--- config.mk ---
export PLATFORM = sky130hd
export DESIGN_NAME = pc_fetch_control
export DESIGN_NICKNAME = d
export VERILOG_FILES = /design/src/rtl/pc_fetch_control.sv
export SDC_FILE = /design/constraint.sdc
export NUM_CORES = 1
export LEC_CHECK = 0
export ABC_AREA = 0
export BUFFER_PORTS_ARGS = -buffer_cell sky130_fd_sc_hd__buf_2
export CAP_MARGIN = 20
export CELL_PAD_IN_SITES_DETAIL_PLACEMENT = 1
export CELL_PAD_IN_SITES_GLOBAL_PLACEMENT = 2
export CORE_MARGIN = 5
export CORE_UTILIZATION = 30
export CTS_CLUSTER_SIZE = 14
export DETAILED_ROUTE_END_ITERATION = 7
export GPL_TIMING_DRIVEN = 0
export PLACE_DENSITY_LB_ADDON = 0.1
export SLEW_MARGIN = 20
export SYNTH_ARGS = -nofsm -noshare
export SYNTH_HDL_FRONTEND = slang
export SYNTH_SLANG_ARGS = --single-unit
--- constraint.sdc ---
create_clock -name clk -period 4.2 [get_ports clk]
set_clock_uncertainty 0.15 [all_clocks]
set_input_delay 0 -clock clk [delete_from_list [all_inputs] [get_ports clk]]
set_output_delay 0 -clock clk [all_outputs]
set_load 0.005 [all_outputs]
--- src/rtl/pc_fetch_control.sv ---
// Program-counter and fetch sequencer feeding the instruction ROM address.
// Run/halt FSM gates fetching; a saturating counter tracks retired instructions.
module pc_fetch_control #(
    parameter logic [15:0] RESET_PC = 16'h0000,
    parameter logic [15:0] PC_LIMIT = 16'd32
) (
    input  logic        clk,
    input  logic        reset_n,
    input  logic        start,
    input  logic        stall,
    input  logic        branch_taken,
    input  logic [6:0]  branch_imm,
    input  logic        jump,
    input  logic [12:0] jump_addr,
    input  logic        jr,
    input  logic [15:0] jr_addr,
    output logic [15:0] pc,
    output logic [15:0] pc_plus2,
    output logic        fetch_valid,
    output logic        halted,
    output logic [15:0] retired_count
);

    localparam logic [1:0] ST_IDLE = 2'd0;
    localparam logic [1:0] ST_RUN  = 2'd1;
    localparam logic [1:0] ST_HALT = 2'd2;

    logic [1:0]  r_state;
    logic [1:0]  w_state_nxt;
    logic [15:0] r_pc;
    logic [15:0] r_retired;

    logic [15:0] w_pc_plus2;
    logic [15:0] w_branch_tgt;
    logic [15:0] w_jump_tgt;
    logic [15:0] w_jr_tgt;
    logic [15:0] w_next_pc;
    logic        w_advance;
    logic        w_limit_hit;
    logic        w_unused_jr_lsb;

    assign w_pc_plus2      = r_pc + 16'd2;
    assign w_branch_tgt    = w_pc_plus2 + {{8{branch_imm[6]}}, branch_imm, 1'b0};
    assign w_jump_tgt      = {w_pc_plus2[15:14], jump_addr, 1'b0};
    assign w_jr_tgt        = {jr_addr[15:1], 1'b0};
    assign w_unused_jr_lsb = jr_addr[0];

    always_comb begin
        w_next_pc = w_pc_plus2;
        if (jr)
            w_next_pc = w_jr_tgt;
        else if (jump)
            w_next_pc = w_jump_tgt;
        else if (branch_taken)
            w_next_pc = w_branch_tgt;
    end

    // Limit test is on the wrapped 16-bit result, so wrap-around also halts.
    assign w_advance   = (r_state == ST_RUN) && !stall;
    assign w_limit_hit = (w_next_pc >= PC_LIMIT);

    always_comb begin
        w_state_nxt = r_state;
        case (r_state)
            ST_IDLE: if (start) w_state_nxt = ST_RUN;
            ST_RUN:  if (w_advance && w_limit_hit) w_state_nxt = ST_HALT;
            ST_HALT: w_state_nxt = ST_HALT;
            default: w_state_nxt = ST_IDLE;
        endcase
    end

    always_ff @(posedge clk or negedge reset_n) begin
        if (!reset_n)
            r_state <= ST_IDLE;
        else
            r_state <= w_state_nxt;
    end

    always_ff @(posedge clk or negedge reset_n) begin
        if (!reset_n)
            r_pc <= RESET_PC;
        else if (w_advance && !w_limit_hit)
            r_pc <= w_next_pc;
    end

    always_ff @(posedge clk or negedge reset_n) begin
        if (!reset_n)
            r_retired <= '0;
        else if (w_advance && (r_retired != '1))
            r_retired <= r_retired + 16'd1;
    end

    assign pc            = r_pc;
    assign pc_plus2      = w_pc_plus2;
    assign fetch_valid   = (r_state == ST_RUN);
    assign halted        = (r_state == ST_HALT);
    assign retired_count = r_retired;

endmodule

==> parameters.txt, run 1 <==
Parameter                              Value

CTS
  Max clock buf depth    2
  TritonCTS clock tree    yes
  Clock latency of the later-clocked register in the worst-skew pair    ~290 ps
  Clock transition at path regs    approximately 70 ps
  Htree depth    2
  Total clock sinks    34
  Number of buffers added by the clock tree synthesis step    5
  Root Driver    sky130_fd_sc_hd__clkbuf_8

GRT
  GR met2 Demand/Resource    a little over a quarter
  Layer with the highest usage    met2
  Antenna violations before repair    0
  Final global-route overflow total    0
  Maximum number of pins on one net before global-route repair    35
  Met1 usage in global routing    roughly 22%
  Wire length of the first global-routing pass    between 10000 and 15000 um
  Number of global-route vias before repair    ~3000
  Overall global routing resource usage    about 16%
  GRT met3 Usage    2.639%

Job
  Number of maximum-capacitance constraint violations    0

Logic synthesis
  Number of enable-type register cells in the synthesized netlist    0
  List of most frequent post-synthesis cells    sky130_fd_sc_hd__dfrtp_1, sky130_fd_sc_hd__nand2_1, sky130_fd_sc_hd__ha_1, sky130_fd_sc_hd__xnor2_1, sky130_fd_sc_hd__nor2_1
  Count of yosys warnings during synthesis    0
  Gate count of the mapped netlist    between 300 and 400
  Mapped Avg Cell Area    8.879 um2
  Fraction of synthesis flops using an asynchronous set or reset pin    between 90% and 100%
  Dominant cell by count in the synthesized netlist    sky130_fd_sc_hd__dfrtp_1
  Nets in the synthesized netlist    ~390
  Ys flop type    sky130_fd_sc_hd__dfrtp_1
  Proportion of synthesized chip area in sequential cells    between 20% and 30%
  Cell types occupying the most area after synthesis    sky130_fd_sc_hd__dfrtp_1, sky130_fd_sc_hd__ha_1, sky130_fd_sc_hd__xnor2_1, sky130_fd_sc_hd__nand2_1, sky130_fd_sc_hd__xor2_1
  Number of register bits inferred by synthesis    34
  Syn Std Cell Area    roughly 2900 um2
  Number of library cell types mapped by synthesis    53
  Proportion of netlist area held by the largest area contributor    29.85%
  Biggest area consumer among synthesized cells    sky130_fd_sc_hd__dfrtp_1

Pwr
  Worst vdd rail ir drop    ~0.19 mV
  Power per cell area    264.3 nW/um2
  Static power due to leakage    roughly 2.0 nW

Detailed routing
  First-iteration detailed-routing DRC count    between 70 and 80
  Post-DRT Antenna Nets    0
  Post-detailed-route via-to-cell ratio    ~5.1
  Average wire length per cell after detail routing    16.82 um
  Total DRC errors in the routed layout    0
  Via count of the routed design    2847
  DRT Pass-1 Iters    4
  Final wirelength    ~9500 um

Critical path
  Critical Path Sink Type    flip-flop
  Required time of the critical path    around 4200 ps
  Type of element launching the critical path    flip-flop
  Critical register-to-register path startpoint    pc[7]
  Launch point of the worst path    pc[7]
  Critical Path AT    4010 ps
  Critical Path Fanout Max    8
  Crit Path Class    reg2reg

Timing
  Highest clock rate    between 0.2 and 0.3 GHz
  Min cycle time layout    ~4000 ps
  Final critical-path share of the clock period    roughly 95%
  Slew @ Worst Pin    765.2 ps
  Final Hold Viols    0
  Slew headroom    48.99%
  Minimum hold slack    ~22 ps
  # setup viols final    0
  Number of max-slew violations in the final report    0

Worst hold path
  Tightest Hold Check Type    in2reg
  Startpoint of the tightest hold check path    jump_addr[2]

Floorplan
  Number of top-level design ports    between 90 and 100
  Number of cell rows    35
  Full die area    11550 um2
  Initial Utilization    a little under a third
  Area of the core    roughly 9000 um2
  Die H    around 110 um
  Horizontal die dimension    107.5 um

Finish
  Total Nets Final    between 400 and 500
  Number of diodes    0
  Layout cell share with drive strength beyond 1    33.87%
  Final Core Density    42.40%
  Synth-to-Final Area Change    37.45%

Place
  Final HPWL DP    around 7400 um
  IO buf count    89
  Weighted congestion at the end of routability-driven global placement    between 0.8 and 0.9

Status
  Run status    complete, no violations
-- repair_timing --
action / in CTS / in global routing
gates resized for setup: 12 / 17
endpoints found under the hold margin: 40 / 0
hold buffers: 9 / 0
pin swaps: 1 / 4
setup buffers: 2 / 6
endpoints found under the setup margin: 18 / 17
-- worst max-delay path, cell delays in order, from the launching register on --
cell	delay (ps)
sky130_fd_sc_hd__dfrtp_1	380
sky130_fd_sc_hd__clkbuf_2	220
sky130_fd_sc_hd__nand4_1	160
sky130_fd_sc_hd__o41a_1	440
sky130_fd_sc_hd__or2_2	350
sky130_fd_sc_hd__ha_1	410
sky130_fd_sc_hd__a21o_1	160
sky130_fd_sc_hd__a21oi_1	40
sky130_fd_sc_hd__a41oi_1	200
sky130_fd_sc_hd__mux2i_1	270
sky130_fd_sc_hd__o2111ai_2	160
sky130_fd_sc_hd__a211o_1	310
sky130_fd_sc_hd__nor3_4	160
sky130_fd_sc_hd__buf_12	140
sky130_fd_sc_hd__mux2_2	320
-- kinds of logic after synthesis --
group,share of synthesized area (%)
AO/OA/AOI/OAI,17.78
adder cells (fa/ha/maj),10.36
buffers and inverters,3.424
XOR/XNOR,10.14
flip-flops,29.85
multiplexers,4.478
AND/OR/NAND/NOR,23.97
-- final timing paths --
| path | endpoint | slack, ps | depth (start not counted) |
|---|---|---|---|
| max | pc[3] | 220 | 14 |
| min | pc[3] | 20 | 4 |
| max reg2reg | pc[3] | 220 | 14 |
| min reg2reg | retired_count[11] | 360 | 1 |
| max in group asynchronous | pc[4] | 3190 | 2 |
| min in group asynchronous | r_state[0] | 160 | 2 |
-- cell type report --
| cell class | count | area, um2 |
|---|---|---|
| clock inverter | 3 | 68.82 |
| buffer | 11 | 66.31 |
| sequential | 34 | 855.8 |
| clock buffer | 5 | 68.82 |
| multi-input combinational | 267 | 2058 |
| tap | 129 | 161.4 |
| inverter | 8 | 30.03 |
| fill | 1119 | 5323 |
| timing repair buffer | 106 | 608.1 |
-- registers in the layout (all words and copies together), names as in the netlist --
signal / count
r_state: 2
pc: 16
retired_count: 16
-- per-layer routing --
| metal | routed length [um] | vias to the layer above |
|---|---|---|
| li1 | - | 1402 |
| met1 | 4504 | 1391 |
| met2 | 4604 | 47 |
| met3 | 295 | 7 |
| met4 | 67 | 0 |
| met5 | 0 | - |
-- cells in the final DEF (no fill, tap or decap), types with 8 or more instances in the layout --
cell type	netlist	final
sky130_fd_sc_hd__xnor2_1	22	18
sky130_fd_sc_hd__a21oi_1	15	13
sky130_fd_sc_hd__dfrtp_1	34	30
sky130_fd_sc_hd__nand3_1	16	15
sky130_fd_sc_hd__nor2b_1	15	15
sky130_fd_sc_hd__xor2_1	11	9
sky130_fd_sc_hd__o21ai_0	13	13
sky130_fd_sc_hd__buf_2	2	90
sky130_fd_sc_hd__dlygate4sd3_1	0	9
sky130_fd_sc_hd__and3_1	12	12
sky130_fd_sc_hd__nand2_1	30	30
sky130_fd_sc_hd__buf_4	1	8
sky130_fd_sc_hd__ha_1	22	18
sky130_fd_sc_hd__nor2_1	17	17
-- report_power, final --
group / internal (mW) / switching, mW / total, mW / leakage [nW]
registers: 0.351 / 0.0270 / 0.378 / 0.452
logic: 0.139 / 0.150 / 0.289 / 1.44
clock network: 0.238 / 0.131 / 0.369 / 0.0683
total: 0.727 / 0.308 / 1.04 / 1.96
-- stage by stage --
| step | setup TNS [ps] | std cells | worst slack (ps) | area (um2) | total power [mW] |
|---|---|---|---|---|---|
| 2_1_floorplan | 0 | 321 | 204.5 | 2850 | 0.5444 |
| 3_3_place_gp | -5953 | 539 | -482.6 | 3457 | 0.6417 |
| 3_5_place_dp | -6700 | 539 | -528.2 | 3457 | 0.6495 |
| 4_1_cts | 0 | 557 | 19.14 | 3775 | 1.036 |
| 5_1_grt | -47.77 | 563 | -18.19 | 3918 | 1.098 |
| 6_report | 0 | 563 | 215.3 | 3918 | 1.035 |
Note: power is estimated with default switching activity, not from simulation.
==> run 2: changes to the inputs <==
--- a/config.mk
+++ b/config.mk
@@ -10,11 +10,10 @@
 export CAP_MARGIN = 20
 export CELL_PAD_IN_SITES_DETAIL_PLACEMENT = 1
 export CELL_PAD_IN_SITES_GLOBAL_PLACEMENT = 2
-export CORE_MARGIN = 5
+export CORE_MARGIN = 4
 export CORE_UTILIZATION = 30
 export CTS_CLUSTER_SIZE = 14
 export DETAILED_ROUTE_END_ITERATION = 7
-export GPL_TIMING_DRIVEN = 0
 export PLACE_DENSITY_LB_ADDON = 0.1
 export SLEW_MARGIN = 20
 export SYNTH_ARGS = -nofsm -noshare
==> run 2 against run 1 <==
Compared with the run above:
- sequential power barely moved
- flip-flop and latch count did not move
- die area fell by 3.7%
- hold slack got worse by 10 ps
- non-clock buffer count rose by 15
- clock power fell by 18%
- largest cell class unchanged
==> parameters.txt, run 2 (synthesis results as in run 1) <==
Parameter                              Value

Status
  Run status    complete, no violations

Pwr
  Power per cell area    250.6 nW/um2 (-5.2%)
  Worst vdd rail ir drop    0.1656 mV (-11%)
  Static power due to leakage    2.032 nW (+3.6%)
  Final total power    0.9856 mW (-4.8%)

Finish
  Commonest non-fill, non-tap cell in the layout    sky130_fd_sc_hd__buf_2
  Layout cell share with drive strength beyond 1    34.38% (+0.50 points)
  Total Nets Final    514 (+3.0%)
  Most frequent cells in the layout    sky130_fd_sc_hd__buf_2, sky130_fd_sc_hd__dfrtp_1, sky130_fd_sc_hd__buf_4
  Final Core Density    42.57% (+0.18 points)
  Synth-to-Final Area Change    38.02%
  Number of diodes    0 (unchanged)

GRT
  Final global-route overflow total    0 (unchanged)
  Overall global routing resource usage    16.89% (+0.77 points)
  Number of global-route vias before repair    3004 (+1.1%)
  Wire length of the first global-routing pass    15410 um (+3.5%)
  Antenna violations before repair    0 (unchanged)
  Maximum number of pins on one net before global-route repair    35 (unchanged)

Critical path
  Critical Path AT    4030 ps (+20 ps)
  Register-to-Register Path Depth    15 (+1)
  Crit Path Class    reg2reg
  Worst-case register-to-register setup slack    180 ps (-30 ps)
  Type of element launching the critical path    flip-flop
  Critical Path Sink Type    flip-flop
  Critical register-to-register path startpoint    pc[2]
  Required time of the critical path    4220 ps (about the same)
  Worst R2R End    pc[2]
  Launch point of the worst path    pc[2]
  Critical Path Fanout Max    8 (unchanged)

CTS
  Root Driver    sky130_fd_sc_hd__clkbuf_8
  Max clock buf depth    2 (unchanged)
  Clock latency of the later-clocked register in the worst-skew pair    280 ps (about the same)
  TritonCTS clock tree    yes
  Total clock sinks    34 (unchanged)
  Number of buffers added by the clock tree synthesis step    5 (unchanged)
  Htree depth    2 (unchanged)
  Clock transition at path regs    70 ps (about the same)

Detailed routing
  First-iteration detailed-routing DRC count    82 (+6.5%)
  Average wire length per cell after detail routing    16.25 um (-3.4%)
  DRT Pass-1 Iters    4 (unchanged)
  Via count of the routed design    2904 (+2.0%)
  Total DRC errors in the routed layout    0 (unchanged)
  Post-detailed-route via-to-cell ratio    5.033 (-0.47%)
  Final wirelength    9375 um (-1.0%)
  Post-DRT Antenna Nets    0 (unchanged)

Timing
  Number of max-slew violations in the final report    0 (unchanged)
  Slew @ Worst Pin    791.8 ps (+26.67 ps)
  Final Hold Viols    0 (unchanged)
  Post-Route Setup TNS    0 ps (unchanged)
  Highest clock rate    0.2489 GHz (-0.83%)
  Min cycle time layout    4018 ps (+33.36 ps)
  Final critical-path share of the clock period    95.67% (+0.79 points)
  # setup viols final    0 (unchanged)
  Slew headroom    47.21% (-1.8 points)

Place
  Final HPWL DP    7586 um (+2.5%)
  Weighted congestion at the end of routability-driven global placement    0.8357 (+1.7%)
  IO buf count    91 (+2.2%)

Worst hold path
  Cell depth of the worst min-delay path    4 (unchanged)
  Tightest Hold Check Type    in2reg
  Worst min-delay path endpoint    r_state[0]
  Startpoint of the tightest hold check path    start

Floorplan
  Full die area    11120 um2 (-3.7%)
  Number of cell rows    35 (unchanged)
  Area of the core    9240 um2 (unchanged)
  Die H    105.5 um (-1.9%)
  Initial Utilization    30.85% (unchanged)
  Horizontal die dimension    105.5 um (-1.9%)
  Number of top-level design ports    93 (unchanged)

Job
  Number of maximum-capacitance constraint violations    0 (unchanged)
[run 2: changes by cell type in the layout (fill, tap and decap cells not counted), moves of 4 or more]
cell,before,now
sky130_fd_sc_hd__buf_4,8,33
sky130_fd_sc_hd__clkbuf_1,5,0
sky130_fd_sc_hd__dfrtp_1,30,34
sky130_fd_sc_hd__dfrtp_2,4,0
[run 2: metrics by stage]
stage / hold WS, ps / cell area [um2] / setup WS [ps] / std cells
after floorplan: -445.6 / 2850 / 204.5 / 321
after global placement: -35.59 / 3652 / 155.8 / 561
after detailed placement: -22.54 / 3652 / 75.15 / 561
after CTS: 8.275 / 3835 / 69.89 / 575
after global routing: 15.25 / 3934 / -7.026 / 577
final: 12.20 / 3934 / 181.9 / 577
[run 2: final cells by class]
class                   count  area, um2
clock buffers               6      82.58
multi-input cells         267       1986
flip-flops and latches     34      850.8
fillers                  1129       5306
repair buffers            132      793.3
clock inverters             1      30.03
inverters                   8      30.03
well taps                 129      161.4
[run 2: per-layer routing]
layer  GRT usage [%]  wire (um)  vias to the layer above
met1           23.59       4432                     1416
met2           28.23       4476                       55
li1                -          -                     1429
met3           2.756        439                        4
met4           1.968         27                        0
met5               0          0                        -
[run 2: power breakdown]
group | leakage, nW | internal, mW | total (mW) | switching [mW]
logic | 1.52 | 0.152 | 0.307 | 0.155
clock network | 0.0573 | 0.190 | 0.304 | 0.114
registers | 0.458 | 0.350 | 0.375 | 0.0245
[run 2: worst max-delay path by stage]
stage                        to  slack (ps)
after global routing      pc[4]          -7
after detailed placement  pc[2]          80
after CTS                 pc[2]          70
after global placement    pc[3]         160
final                     pc[2]         180
after floorplan           pc[2]         200
[run 2: worst max-delay path, cell delays in order, from the launching register on]
cell and delay [ps]:
sky130_fd_sc_hd__dfrtp_1 400, sky130_fd_sc_hd__ha_2 230, sky130_fd_sc_hd__nand3_1 90, sky130_fd_sc_hd__xnor2_1 220
sky130_fd_sc_hd__ha_1 300, sky130_fd_sc_hd__a21o_1 240, sky130_fd_sc_hd__buf_4 150, sky130_fd_sc_hd__a31oi_2 190
sky130_fd_sc_hd__nand2_1 120, sky130_fd_sc_hd__mux2_2 310, sky130_fd_sc_hd__a2111oi_4 350, sky130_fd_sc_hd__o2111ai_2 170
sky130_fd_sc_hd__a211o_1 340, sky130_fd_sc_hd__nor3_4 160, sky130_fd_sc_hd__buf_12 150, sky130_fd_sc_hd__mux2_2 330
[run 2: timing repair]
item                                    4_1_cts  5_1_grt
hold buffers                                  7        0
resized for setup                             0       12
endpoints found under the setup margin        0       14
buffers inserted                              0        2
hold endpoints to repair                     40        0
==> run 3: changes to the inputs <==
--- a/config.mk
+++ b/config.mk
@@ -15,6 +15,7 @@
 export CTS_CLUSTER_SIZE = 14
 export DETAILED_ROUTE_END_ITERATION = 7
 export PLACE_DENSITY_LB_ADDON = 0.1
+export RECOVER_POWER = 25
 export SLEW_MARGIN = 20
 export SYNTH_ARGS = -nofsm -noshare
 export SYNTH_HDL_FRONTEND = slang
==> run 3 against run 2 <==
Compared with the run above:
- register-to-register slack barely moved
- worst setup slack improved by 3.1 ps
- non-clock buffer count is the same
- critical path depth did not move
- cell count unchanged
- via count barely moved
- largest power group unchanged
==> parameters.txt, run 3 (synthesis results as in run 1) <==
Parameter                              Value

Status
  Run status    complete, no violations

GRT
  Number of global-route vias before repair    3004 (unchanged)
  Wire length of the first global-routing pass    15410 um (unchanged)
  Maximum number of pins on one net before global-route repair    35 (unchanged)
  Overall global routing resource usage    16.89% (unchanged)
  Final global-route overflow total    0 (unchanged)
  Antenna violations before repair    0 (unchanged)

CTS
  Clock latency of the later-clocked register in the worst-skew pair    280 ps (about the same)
  Total clock sinks    34 (unchanged)
  Clock transition at path regs    70 ps (about the same)
  Root Driver    sky130_fd_sc_hd__clkbuf_8
  TritonCTS clock tree    yes
  Number of buffers added by the clock tree synthesis step    5 (unchanged)
  Htree depth    2 (unchanged)
  Max clock buf depth    2 (unchanged)

Finish
  Layout Cells excl Fill    577 (unchanged)
  Layout cell share with drive strength beyond 1    31.70% (-2.7 points)
  Total Nets Final    514 (unchanged)
  Post-route cell area    3916 um2 (-0.45%)
  Fill cell count    1133 (+0.35%)
  Number of diodes    0 (unchanged)
  Most frequent cells in the layout    sky130_fd_sc_hd__buf_2, sky130_fd_sc_hd__dfrtp_1, sky130_fd_sc_hd__buf_4
  Storage element area    850.8 um2 (unchanged)
  Area used by multi-input combinational logic    1986 um2 (unchanged)
  Synth-to-Final Area Change    37.40%
  Commonest non-fill, non-tap cell in the layout    sky130_fd_sc_hd__buf_2

Detailed routing
  Post-DRT Antenna Nets    0 (unchanged)
  Final wirelength    9363 um (-0.13%)
  Via count of the routed design    2906 (+0.069%)
  DRT Pass-1 Iters    4 (unchanged)
  Average wire length per cell after detail routing    16.23 um (-0.13%)
  First-iteration detailed-routing DRC count    87 (+6.1%)
  Post-detailed-route via-to-cell ratio    5.036 (about the same)
  Total DRC errors in the routed layout    0 (unchanged)

Place
  IO buf count    91 (unchanged)
  Final HPWL DP    7586 um (unchanged)
  Post-DP Area    3652 um2 (unchanged)
  Inst Count DP    561 (unchanged)
  Weighted congestion at the end of routability-driven global placement    0.8357 (unchanged)

Timing
  Final critical-path share of the clock period    95.60% (about the same)
  Min cycle time layout    4015 ps (-3.050 ps)
  Minimum hold slack    12.31 ps (+0.1114 ps)
  Number of max-slew violations in the final report    0 (unchanged)
  Slew @ Worst Pin    790.1 ps (-1.736 ps)
  # setup viols final    0 (unchanged)
  Highest clock rate    0.2491 GHz (about the same)
  Slew headroom    47.33% (+0.12 points)
  Final Hold Viols    0 (unchanged)

Critical path
  Worst-case register-to-register setup slack    180 ps (about the same)
  Worst R2R End    pc[2]
  Critical Path AT    4030 ps (about the same)
  Critical Path Fanout Max    8 (unchanged)
  Register-to-Register Path Depth    15 (unchanged)
  Critical register-to-register path startpoint    pc[2]
  Crit Path Class    reg2reg
  Required time of the critical path    4210 ps (about the same)
  Critical Path Sink Type    flip-flop
  Type of element launching the critical path    flip-flop

Floorplan
  Horizontal die dimension    105.5 um (unchanged)
  Initial Utilization    30.85% (unchanged)
  Number of cell rows    35 (unchanged)
  Die H    105.5 um (unchanged)
  Full die area    11120 um2 (unchanged)
  Number of top-level design ports    93 (unchanged)
  Area of the core    9240 um2 (unchanged)

Worst hold path
  Cell depth of the worst min-delay path    4 (unchanged)
  Worst min-delay path endpoint    r_state[0]
  Tightest Hold Check Type    in2reg
  Startpoint of the tightest hold check path    start

Job
  Number of maximum-capacitance constraint violations    0 (unchanged)

Pwr
  Power per cell area    251.3 nW/um2 (+0.30%)
  Worst vdd rail ir drop    0.1601 mV (-3.4%)
  Static power due to leakage    1.984 nW (-2.4%)
run 3: changes by cell type in the layout (fill, tap and decap cells not counted):
cell / before / now
sky130_fd_sc_hd__buf_2: 91 / 80
sky130_fd_sc_hd__clkbuf_1: 0 / 12
sky130_fd_sc_hd__buf_4: 33 / 32
run 3: stage by stage:
step	power [mW]	TNS (ps)	worst slack, ps	utilization (%)
floorplan	0.5444	0	204.5	-
global placement	0.6657	0	155.8	39.53
detailed placement	0.6728	0	75.15	39.53
CTS	0.9915	0	69.89	41.50
global route	1.052	-13.81	-6.979	42.38
finish	0.9842	0	185.0	42.38
run 3: layout make-up:
| class | instances | share of cell area, % |
|---|---|---|
| clock buffer | 6 | 2.109 |
| tap | 129 | 4.121 |
| clock inverter | 1 | 0.7668 |
| multi-input combinational | 267 | 50.70 |
| timing repair buffer | 132 | 19.81 |
| inverter | 8 | 0.7668 |
| sequential | 34 | 21.73 |
run 3: worst max-delay path by stage:
stage,to,slack (ps),startpoint,cells after the start
2_1_floorplan,pc[2],200,pc[3],13
3_3_place_gp,pc[3],160,pc[2],14
3_5_place_dp,pc[2],80,pc[2],14
4_1_cts,pc[2],70,pc[2],14
5_1_grt,pc[4],-7,pc[2],15
6_report,pc[2],180,pc[2],15
run 3: worst max-delay path: stages, from the launching register on:
cell,delay (ps)
sky130_fd_sc_hd__dfrtp_1,400
sky130_fd_sc_hd__ha_2,230
sky130_fd_sc_hd__nand3_1,90
sky130_fd_sc_hd__xnor2_1,220
sky130_fd_sc_hd__ha_1,300
sky130_fd_sc_hd__a21o_1,240
sky130_fd_sc_hd__buf_4,150
sky130_fd_sc_hd__a31oi_2,190
sky130_fd_sc_hd__nand2_1,120
sky130_fd_sc_hd__mux2_2,310
sky130_fd_sc_hd__a2111oi_4,350
sky130_fd_sc_hd__o2111ai_2,170
sky130_fd_sc_hd__a211o_1,340
sky130_fd_sc_hd__nor3_4,160
sky130_fd_sc_hd__buf_12,150
sky130_fd_sc_hd__mux2_2,330
run 3: layer usage:
metal	global-route usage (%)	vias up	wire, um
met5	0	-	0
li1	-	1431	-
met2	28.23	57	4472
met4	1.968	0	27
met3	2.756	4	449
met1	23.59	1414	4413
run 3: report_power, final:
part           total [mW]  leakage, nW  internal, mW  switching, mW
logic               0.305         1.47         0.150          0.155
registers           0.375        0.458         0.350         0.0246
clock network       0.304       0.0573         0.190          0.114
run 3: repair_timing:
item | 4_1_cts | 5_1_grt
hold buffers | 7 | 0
hold endpoints to repair | 40 | 0
setup endpoints to repair | 0 | 14
setup buffers | 0 | 2
resized for setup | 0 | 12
